## src/rtl/wca_rx_packer_pkg.sv

```systemverilog
// Shared definitions for the receive-sample packer.
//   state_e        : packer sequencer states (IDLE, then one state per pushed word)
//   MODE_*         : values of the mode input
//   WORDS_*        : FIFO words produced per accepted unit in each mode
//   sext12()       : sign-extends a 12-bit component to a 16-bit word
package wca_rx_packer_pkg;

  typedef enum logic [1:0] {
    ST_IDLE = 2'd0,
    ST_W0   = 2'd1,
    ST_W1   = 2'd2,
    ST_W2   = 2'd3
  } state_e;

  localparam logic MODE_UNPACKED = 1'b0;
  localparam logic MODE_PACKED   = 1'b1;

  localparam int WORDS_UNPACKED = 2;
  localparam int WORDS_PACKED   = 3;

  function automatic logic [15:0] sext12(input logic [11:0] v);
    return {{4{v[11]}}, v};
  endfunction

endpackage

```

## src/rtl/wca_sync_fifo.sv

```systemverilog
// Single-clock first-word-fall-through FIFO.
//   clock, reset : rising-edge clock, synchronous active-high reset
//   clear        : synchronous empty (same effect as reset on pointers/level)
//   wr_en/wr_data: push; ignored when full
//   rd_en        : pop of the head word; ignored when empty
//   rd_data      : head word, forced to zero while empty
//   empty, level : occupancy status (level counts words, 0..DEPTH)
module wca_sync_fifo #(
  parameter int WIDTH = 16,
  parameter int DEPTH = 16
) (
  input  logic                     clock,
  input  logic                     reset,
  input  logic                     clear,
  input  logic                     wr_en,
  input  logic [WIDTH-1:0]         wr_data,
  input  logic                     rd_en,
  output logic [WIDTH-1:0]         rd_data,
  output logic                     empty,
  output logic [$clog2(DEPTH):0]   level
);

  localparam int AW = $clog2(DEPTH);

  logic [WIDTH-1:0] mem_q [DEPTH];
  logic [AW-1:0]    wr_ptr_q, wr_ptr_d;
  logic [AW-1:0]    rd_ptr_q, rd_ptr_d;
  logic [AW:0]      level_q,  level_d;
  logic             do_wr, do_rd;

  assign do_wr = wr_en && (level_q != (AW+1)'(DEPTH)) && !clear;
  assign do_rd = rd_en && (level_q != '0) && !clear;

  // NOTE: every variable assigned in always_comb gets a default at the top,
  // so no path leaves it unassigned and no latch is inferred.
  always_comb begin
    wr_ptr_d = wr_ptr_q;
    rd_ptr_d = rd_ptr_q;
    level_d  = level_q;
    if (clear) begin
      wr_ptr_d = '0;
      rd_ptr_d = '0;
      level_d  = '0;
    end else begin
      if (do_wr) wr_ptr_d = wr_ptr_q + AW'(1);
      if (do_rd) rd_ptr_d = rd_ptr_q + AW'(1);
      case ({do_wr, do_rd})
        2'b10:   level_d = level_q + (AW+1)'(1);
        2'b01:   level_d = level_q - (AW+1)'(1);
        default: level_d = level_q;
      endcase
    end
  end

  // NOTE: sequential state uses non-blocking assignments so every flop
  // samples the pre-edge value of every other flop.
  always_ff @(posedge clock) begin
    if (reset) begin
      wr_ptr_q <= '0;
      rd_ptr_q <= '0;
      level_q  <= '0;
    end else begin
      wr_ptr_q <= wr_ptr_d;
      rd_ptr_q <= rd_ptr_d;
      level_q  <= level_d;
    end
  end

  // NOTE: the storage array is deliberately not reset; it is only ever read
  // through a valid pointer, and the empty case is masked on rd_data.
  always_ff @(posedge clock) begin
    if (do_wr) mem_q[wr_ptr_q] <= wr_data;
  end

  assign empty   = (level_q == '0);
  assign level   = level_q;
  assign rd_data = empty ? '0 : mem_q[rd_ptr_q];

endmodule

```

## src/rtl/wca_rx_packer.sv

```systemverilog
// Packs 24-bit I/Q receive samples into a 16-bit word stream.
//   clock, reset        : rising-edge clock, synchronous active-high reset
//   rx_iq, rx_strobe    : input sample (I = [11:0], Q = [23:12]) and its valid pulse
//   enable, mode        : capture enable; 0 = two sign-extended words per sample,
//                         1 = three words per sample pair (A then B)
//   flush               : clears sequencer, pairing state and FIFO
//   ovf_clear           : clears overflow flag and drop counter
//   out_data/out_valid/out_ready : FWFT word stream with valid/ready handshake
//   level               : FIFO occupancy in words
//   overflow, ovf_count : sticky drop flag and saturating drop-event count
module wca_rx_packer
  import wca_rx_packer_pkg::*;
#(
  parameter int FIFO_DEPTH = 16
) (
  input  logic                          clock,
  input  logic                          reset,
  input  logic [23:0]                   rx_iq,
  input  logic                          rx_strobe,
  input  logic                          enable,
  input  logic                          mode,
  input  logic                          flush,
  input  logic                          ovf_clear,
  output logic [15:0]                   out_data,
  output logic                          out_valid,
  input  logic                          out_ready,
  output logic [$clog2(FIFO_DEPTH):0]   level,
  output logic                          overflow,
  output logic [7:0]                    ovf_count
);

  localparam int LW = $clog2(FIFO_DEPTH) + 1;
  // An accept needs room for its whole word group; above these levels it drops.
  localparam logic [LW-1:0] LIM_UNPACKED = LW'(FIFO_DEPTH - WORDS_UNPACKED);
  localparam logic [LW-1:0] LIM_PACKED   = LW'(FIFO_DEPTH - WORDS_PACKED);

  state_e      state_q, state_d;
  logic        phase_q, phase_d;
  logic [23:0] hold_q, hold_d;
  // Word group source captured at accept: {B, A} in packed mode, {0, sample}
  // in unpacked mode. Keeping it separate from hold lets a running sequence
  // finish even if pairing state is discarded meanwhile.
  logic [47:0] pair_q, pair_d;
  logic        seq_mode_q, seq_mode_d;
  logic        mode_prev_q, mode_prev_d;
  logic        overflow_q, overflow_d;
  logic [7:0]  ovf_count_q, ovf_count_d;

  logic        push;
  logic [15:0] push_data;
  logic        drop;
  logic        strobe_en;
  logic        phase_live;
  logic        fifo_empty;
  logic [LW-1:0] fifo_level;

  assign strobe_en  = rx_strobe && enable && !flush;
  // A held A survives only while enable stays high and mode is unchanged.
  assign phase_live = phase_q && enable && (mode == mode_prev_q);

  always_comb begin
    state_d     = state_q;
    phase_d     = phase_live;
    hold_d      = phase_live ? hold_q : 24'h0;
    pair_d      = pair_q;
    seq_mode_d  = seq_mode_q;
    mode_prev_d = mode;
    overflow_d  = overflow_q;
    ovf_count_d = ovf_count_q;
    push        = 1'b0;
    push_data   = 16'h0;
    drop        = 1'b0;

    case (state_q)
      ST_IDLE: begin
        if (strobe_en) begin
          if (mode == MODE_UNPACKED) begin
            if (fifo_level > LIM_UNPACKED) begin
              drop = 1'b1;
            end else begin
              pair_d     = {24'h0, rx_iq};
              seq_mode_d = MODE_UNPACKED;
              state_d    = ST_W0;
            end
          end else if (!phase_live) begin
            hold_d  = rx_iq;
            phase_d = 1'b1;
          end else begin
            // Sample B: the pair either goes out whole or not at all.
            phase_d = 1'b0;
            hold_d  = 24'h0;
            if (fifo_level > LIM_PACKED) begin
              drop = 1'b1;
            end else begin
              pair_d     = {rx_iq, hold_q};
              seq_mode_d = MODE_PACKED;
              state_d    = ST_W0;
            end
          end
        end
      end
      ST_W0: begin
        push      = 1'b1;
        push_data = (seq_mode_q == MODE_UNPACKED) ? sext12(pair_q[11:0]) : pair_q[15:0];
        state_d   = ST_W1;
      end
      ST_W1: begin
        push      = 1'b1;
        push_data = (seq_mode_q == MODE_UNPACKED) ? sext12(pair_q[23:12]) : pair_q[31:16];
        state_d   = (seq_mode_q == MODE_UNPACKED) ? ST_IDLE : ST_W2;
      end
      ST_W2: begin
        push      = 1'b1;
        push_data = pair_q[47:32];
        state_d   = ST_IDLE;
      end
      default: state_d = ST_IDLE;
    endcase

    // A strobe arriving while a word group is still being written is lost.
    if (state_q != ST_IDLE && strobe_en) drop = 1'b1;

    if (flush) begin
      state_d = ST_IDLE;
      phase_d = 1'b0;
      hold_d  = 24'h0;
      push    = 1'b0;
    end

    // A drop in the same cycle as ovf_clear wins and counts as the first event.
    if (drop) begin
      overflow_d  = 1'b1;
      ovf_count_d = ovf_clear ? 8'd1 :
                    (ovf_count_q == 8'hFF) ? 8'hFF : ovf_count_q + 8'd1;
    end else if (ovf_clear) begin
      overflow_d  = 1'b0;
      ovf_count_d = 8'd0;
    end
  end

  always_ff @(posedge clock) begin
    if (reset) begin
      state_q     <= ST_IDLE;
      phase_q     <= 1'b0;
      hold_q      <= 24'h0;
      pair_q      <= 48'h0;
      seq_mode_q  <= MODE_UNPACKED;
      mode_prev_q <= MODE_UNPACKED;
      overflow_q  <= 1'b0;
      ovf_count_q <= 8'd0;
    end else begin
      state_q     <= state_d;
      phase_q     <= phase_d;
      hold_q      <= hold_d;
      pair_q      <= pair_d;
      seq_mode_q  <= seq_mode_d;
      mode_prev_q <= mode_prev_d;
      overflow_q  <= overflow_d;
      ovf_count_q <= ovf_count_d;
    end
  end

  wca_sync_fifo #(
    .WIDTH (16),
    .DEPTH (FIFO_DEPTH)
  ) u_fifo (
    .clock   (clock),
    .reset   (reset),
    .clear   (flush),
    .wr_en   (push),
    .wr_data (push_data),
    .rd_en   (out_ready && !fifo_empty),
    .rd_data (out_data),
    .empty   (fifo_empty),
    .level   (fifo_level)
  );

  assign out_valid = !fifo_empty;
  assign level     = fifo_level;
  assign overflow  = overflow_q;
  assign ovf_count = ovf_count_q;

endmodule

```

## config.mk

```make
export PLATFORM = sky130hd
export DESIGN_NAME = wca_rx_packer
export DESIGN_NICKNAME = d
export VERILOG_FILES = /design/src/rtl/wca_rx_packer_pkg.sv /design/src/rtl/wca_sync_fifo.sv /design/src/rtl/wca_rx_packer.sv
export SDC_FILE = /design/constraint.sdc
export NUM_CORES = 1
export LEC_CHECK = 0
export ABC_AREA = 0
export CORE_UTILIZATION = 45
export DETAILED_ROUTE_END_ITERATION = 12
export PLACE_DENSITY = 0.64
export SYNTH_ARGS = -nofsm -noshare
export SYNTH_HDL_FRONTEND = slang
export SYNTH_SLANG_ARGS = --single-unit
```

## constraint.sdc

```tcl
create_clock -name clock -period 8.7 [get_ports clock]
set_input_delay 1.305 -clock clock [delete_from_list [all_inputs] [get_ports clock]]
set_output_delay 1.305 -clock clock [all_outputs]
set_load 0.03 [all_outputs]
```

# After elaboration in Yosys (flattened, before gate mapping)
# Memories as Yosys holds them, arrays and structs flattened. A register that Yosys moved wholly into a read port is not among the register bits.
# Cells that the tools add are included.
dict set report totals {
  regBits 99
  mem_bits_rw 256
  out_inout_bits 31
  word_cells 104
  memories 1
}
# name words word_bits read_ports rd_clocked_by_memory_dff write_ports line
set memory_table {}
lappend memory_table {u_fifo.mem_q 16 16 1 1 1 wca_sync_fifo.sv:25} ;# logic [WIDTH-1:0] mem_q [DEPTH];
dict set report classes {
  n_addsub 5
  n_lt_le_gt_ge 2
  eq_ne 15
  n_mux 48
  n_reduce_logical 22
}
# op n
set op_table {}
lappend op_table {{$mux W48} 4}
lappend op_table {{$mux W24} 5}
lappend op_table {{$mux W16} 3}
lappend op_table {{$pmux W16 S3} 1}
lappend op_table {{$mux W8} 4}
lappend op_table {{$mux W1} 21}
lappend op_table {{$mux W2} 6}
lappend op_table {{$gt A5 B4 Y1 const B} 2}
lappend op_table {{$logic_and A1 B1 Y1} 10}
lappend op_table {{$pmux W5 S2} 1}
lappend op_table {{$ne A3 B3 Y1 const B} 3}
lappend op_table {{$add A4 B1 Y4 const B} 2}
lappend op_table {{$add A8 B1 Y8 const B} 1}
lappend op_table {{$eq A8 B8 Y1 const B} 1}
lappend op_table {{$mux W4} 2}
lappend op_table {{$pmux W2 S4} 1}
lappend op_table {{$eq A2 B2 Y1 const B} 3}
lappend op_table {{$ne A2 B2 Y1 const B} 3}
lappend op_table {{$reduce_bool A2 Y1} 3}
lappend op_table {{$add A5 B1 Y5 const B} 1}
lappend op_table {{$logic_not A5 Y1} 1}
lappend op_table {{$ne A5 B5 Y1 const B} 1}
lappend op_table {{$reduce_and A5 Y1} 1}
lappend op_table {{$reduce_bool A5 Y1} 1}
lappend op_table {{9 further kinds} 11}

# Longest topological paths before layout
dict set report depth {
  ltp_word 8
  ltp_mapped 12
  mapped_depth_nobuf 10
}

# Modules after synthesis
# A second synthesis with hierarchy kept.
dict set report hier_totals {
  hier_cells 975
  area_unflattened_um2 14838.0
}
# mod instances cells_each area_per_inst_um2 seq_area_each_um2
set by_module_without_submodules {}
lappend by_module_without_submodules {wca_sync_fifo 1 521 10755.3 8027.7}
lappend by_module_without_submodules {wca_rx_packer 1 454 4082.7 1721.7}

# Worst setup path after synthesis
# OpenSTA, ideal clock, no wires.
dict set report synth_path {
  path_kind {input-to-reg}
  startpoint {input flush}
  endpoint {memory u_fifo.mem_q[3][0], enable pin}
  arrival_ns 3.058
  required_time_ns 8.291
  path_slack_ns 5.233
  cell_stages 3
  path_buffers 0
  cell_sequence {a211oi_2 nand2_1 nor3_1}
}
dict set report synth_between {
  elab_chain_len 5
}
# element line
set synth_rtl {}
lappend synth_rtl {{start, declared} wca_rx_packer.sv:22} ;# input logic flush,
lappend synth_rtl {{$mux W1} wca_rx_packer.sv:123} ;# if (flush) begin
lappend synth_rtl {{$logic_and A1 B1 Y1} wca_sync_fifo.sv:31} ;# assign do_wr = wr_en && (level_q != (AW+1)'(DEPTH)) && !clear;
lappend synth_rtl {{$logic_and A1 B1 Y1 *} wca_sync_fifo.sv:31}
lappend synth_rtl {{$mux W1 *} wca_sync_fifo.sv:72} ;# if (do_wr) mem_q[wr_ptr_q] <= wr_data;
lappend synth_rtl {{$mux W1 (implied by the code) *} wca_sync_fifo.sv:72}
lappend synth_rtl {{end, declared} wca_sync_fifo.sv:25}
# Every way passes the cells marked *; elsewhere a longest branch is shown, timed or not.

==> results by group <==
Finish
  – P&R area growth vs syn: 16.0%
  – Share of cells above drive strength 1: 0.185
  – Diode count: 0
  – Most frequent cells in the layout: edfxtp_1, dfxtp_1, mux4_2
  – Leading cell type in the layout, fill and taps excluded: edfxtp_1
  – Reg area: roughly 10000 µm²
  – Fillers: between 2000 and 3000
  – Final Net Count: between 1000 and 1500
  – Layout Utilization: 0.533
  – Multi-input gate area: about 4500 µm²

Synth
  – Synth Area in Simple Gates: 0.0730
  – Synth top area share: 0.529
  – Yosys cell types: 49
  – Area contributors post-synth: edfxtp_1, dfxtp_1, mux4_2, mux2i_1, nor2_1
  – Synth Area per Inst: about 15 µm²
  – EDFF count, synth: 256
  – Post-Synth Adder-Cell Area: 0.00861
  – Prevailing post-synth register cell: edfxtp_1
  – Sequential fraction of the synthesis area: 0.671
  – Post-synthesis xor/xnor area fraction: 0.00663
  – Cell accounting for the most synthesized area: edfxtp_1
  – Syn_nets: 983
  – Largest family of logic cells by synthesized area: multiplexers
  – Complex-gate fraction of the synthesized area: 0.0649
  – Synth async-reset ratio: 0
  – Yosys warns: 0
  – Register bit total from synthesis: around 360
  – Syn Inst Count: about 940
  – Mapped Area: approximately 15000 µm²
  – Mux cell area share after synthesis: 0.152

Power
  – Sequential power share: 0.522
  – Internal: between 2000 and 3000 µW
  – Leak: 0.00540 µW
  – Clock share of power: 0.460
  – Psw: roughly 680 µW
  – Power Density: 207 nW/µm²
  – Switching part of the total: 0.196
  – Logic pwr share: 0.019
  – Worst ir drop on vdd: 158 µV

Die
  – FP Rows: 65
  – Die Y: between 150 and 200 µm
  – Ports: 63
  – CORE AREA: 31600 µm²
  – Initial Util: 0.459
  – Die width: about 180 µm
  – Die area: roughly 33000 µm²

Timing
  – Fin. Hold Viols: 0
  – RSZ-0062 raised after global routing: false
  – Period utilization: 0.588
  – # setup viols final: 0
  – Post-route minimum period: roughly 5 ns
  – Worst clock skew: 0.0105 ns
  – Max-slew violations: 0
  – Setup TNS: 0 ns
  – Worst-margin pin slew: roughly 1.0 ns
  – F_max: approximately 0.20 GHz
  – Slew margin rel.: 0.305

Hold path
  – Hold Path Depth: 2
  – Hold Path Sink: pair_q[28]
  – Hold Path Origin: pair_q[28]
  – HP Class: flop to flop

Clocking
  – H-Tree Level Count: 2
  – Root Driver: clkbuf_16
  – Clock buffer depth: 3
  – CTS tree: yes
  – Sink Count: approximately 360
  – Post_cts resized: 0
  – Postcts setup bufs: 0
  – Clk_lat worst skew: about 0.53 ns
  – Hold buffer count at CTS: 0
  – Clock transition at path regs: 0.06 ns
  – Number of buffers created by CTS: 38

Setup path
  – Worst endpoint required time: approximately 7.4 ns
  – Worst setup EP type: output pin
  – RR Startpoint: u_fifo.level[1]
  – CP Launch Type: flop
  – R2R cell count: 10
  – Worst path arrival time: ~3.8 ns
  – Worst r2r dst: u_fifo.level[2]
  – R2R setup slack: 5.83 ns
  – Crit path max fanout: 47
  – WS Path Type: flop to output pin

Global route
  – Vias in the first global route: about 8200
  – Global-route wire length before repair: ~50000 µm
  – Total gr overflow: 0
  – Largest net degree at the start of global routing: between 70 and 80
  – Initial antenna violation count: 0
  – Gr usage total: 0.197

Drt
  – Antenna-violating nets left: 0
  – Avg WL per Cell: 21.9 µm
  – Detailed Routing Iterations Pass 1: 7
  – Drt drc: 0
  – Via Count: just over 8000
  – Routed wire length: between 30000 and 40000 µm
  – DR vias/cell: approximately 5.7
  – Initial DRC count: approximately 830

Place
  – GPL Wtd Cong: about 0.74
  – Input/output buffers: a little over 60
  – HPWL after DPL: approximately 18000 µm

Flow run
  – Max-Cap Viols: 0

Run status
  – Status: finished clean
-- cell type report --
class,count,share of cell area
timing repair buffer,91,0.0491
inverter,9,0.00200
clock buffer,48,0.0611
tap,402,0.0298
sequential,359,0.579
multi-input combinational,505,0.267
clock inverter,21,0.0126
-- worst max-delay path by stage --
stage	to
3_3_place_gp	out_data[8]
3_5_place_dp	out_data[8]
4_1_cts	out_data[8]
6_report	out_data[8]
5_1_grt	out_data[8]
2_1_floorplan	u_fifo.mem_q[3][0]
-- per-layer routing --
layer / track usage / up-vias / share of wire
met2: 0.320 / 231 / 0.48
met3: 0.0307 / 54 / 0.054
met4: 0.0573 / 0 / 0.022
met1: 0.275 / 4124 / 0.44
met5: 0 / - / 0
li1: - / 3784 / -
-- cell usage after synthesis, types with 9 or more instances --
| master | count |
|---|---|
| nor2b_1 | 23 |
| edfxtp_1 | 256 |
| clkbuf_1 | 34 |
| inv_1 | 9 |
| ha_1 | 10 |
| nand2_1 | 55 |
| a21oi_1 | 39 |
| buf_2 | 16 |
| mux2i_1 | 41 |
| o21ai_0 | 14 |
| dfxtp_1 | 103 |
| mux4_2 | 80 |
| a211oi_1 | 28 |
| nand3_1 | 28 |
| nor2_1 | 84 |
| a22o_1 | 17 |
| buf_1 | 11 |
| a22oi_1 | 25 |
-- flip-flops by register name, summed over array words and instances, names as in the netlist, named ones only --
name and count:
u_fifo.mem_q 256, phase_q 1, seq_mode_q 1, u_fifo.rd_ptr_q 4
ovf_count 8, overflow 1, mode_prev_q 1, pair_q 48
u_fifo.wr_ptr_q 4, u_fifo.level 5, hold_q 24, state_q 2
-- power by group through the flow --
stage / combinational, µW / clock [µW] / sequential (µW)
floorplan: 38.7 / 0 / 1850
global placement: 65.0 / 0 / 1860
detailed placement: 65.4 / 0 / 1860
CTS: 65.6 / 1640 / 1820
global route: 71.4 / 1700 / 1820
finish: 64.9 / 1600 / 1820
-- kinds of logic (layout without fill, tap and decap cells) --
kind of cell | after synthesis | after routing
muxes | 121 | 121
xor gates and xnor gates | 11 | 11
AOI/OAI and AO/OA | 138 | 138
DFF | 359 | 359
and+or+nand+nor | 225 | 225
adders and majority gates | 10 | 10
buffers and inverters | 77 | 169
-- stage by stage --
step	hold WS, ns	total power, µW	cell area [µm²]	setup WS, ns	cells
2_1_floorplan	0.432	1890	14500	5.23	941
3_3_place_gp	0.441	1920	15600	4.10	1366
3_5_place_dp	0.446	1920	15600	4.02	1366
4_1_cts	0.454	3520	16900	3.45	1435
5_1_grt	0.467	3590	16900	3.35	1435
6_report	0.451	3490	16900	3.58	1435
-- worst max-delay path: stages (launching register included) --
cell and delay (ns):
dfxtp_4 0.58, buf_4 0.81, mux4_2 0.60, mux4_2 0.46, nor2b_1 0.18, clkdlybuf4s50_1 0.62
Power figures use the tool's default switching activity.
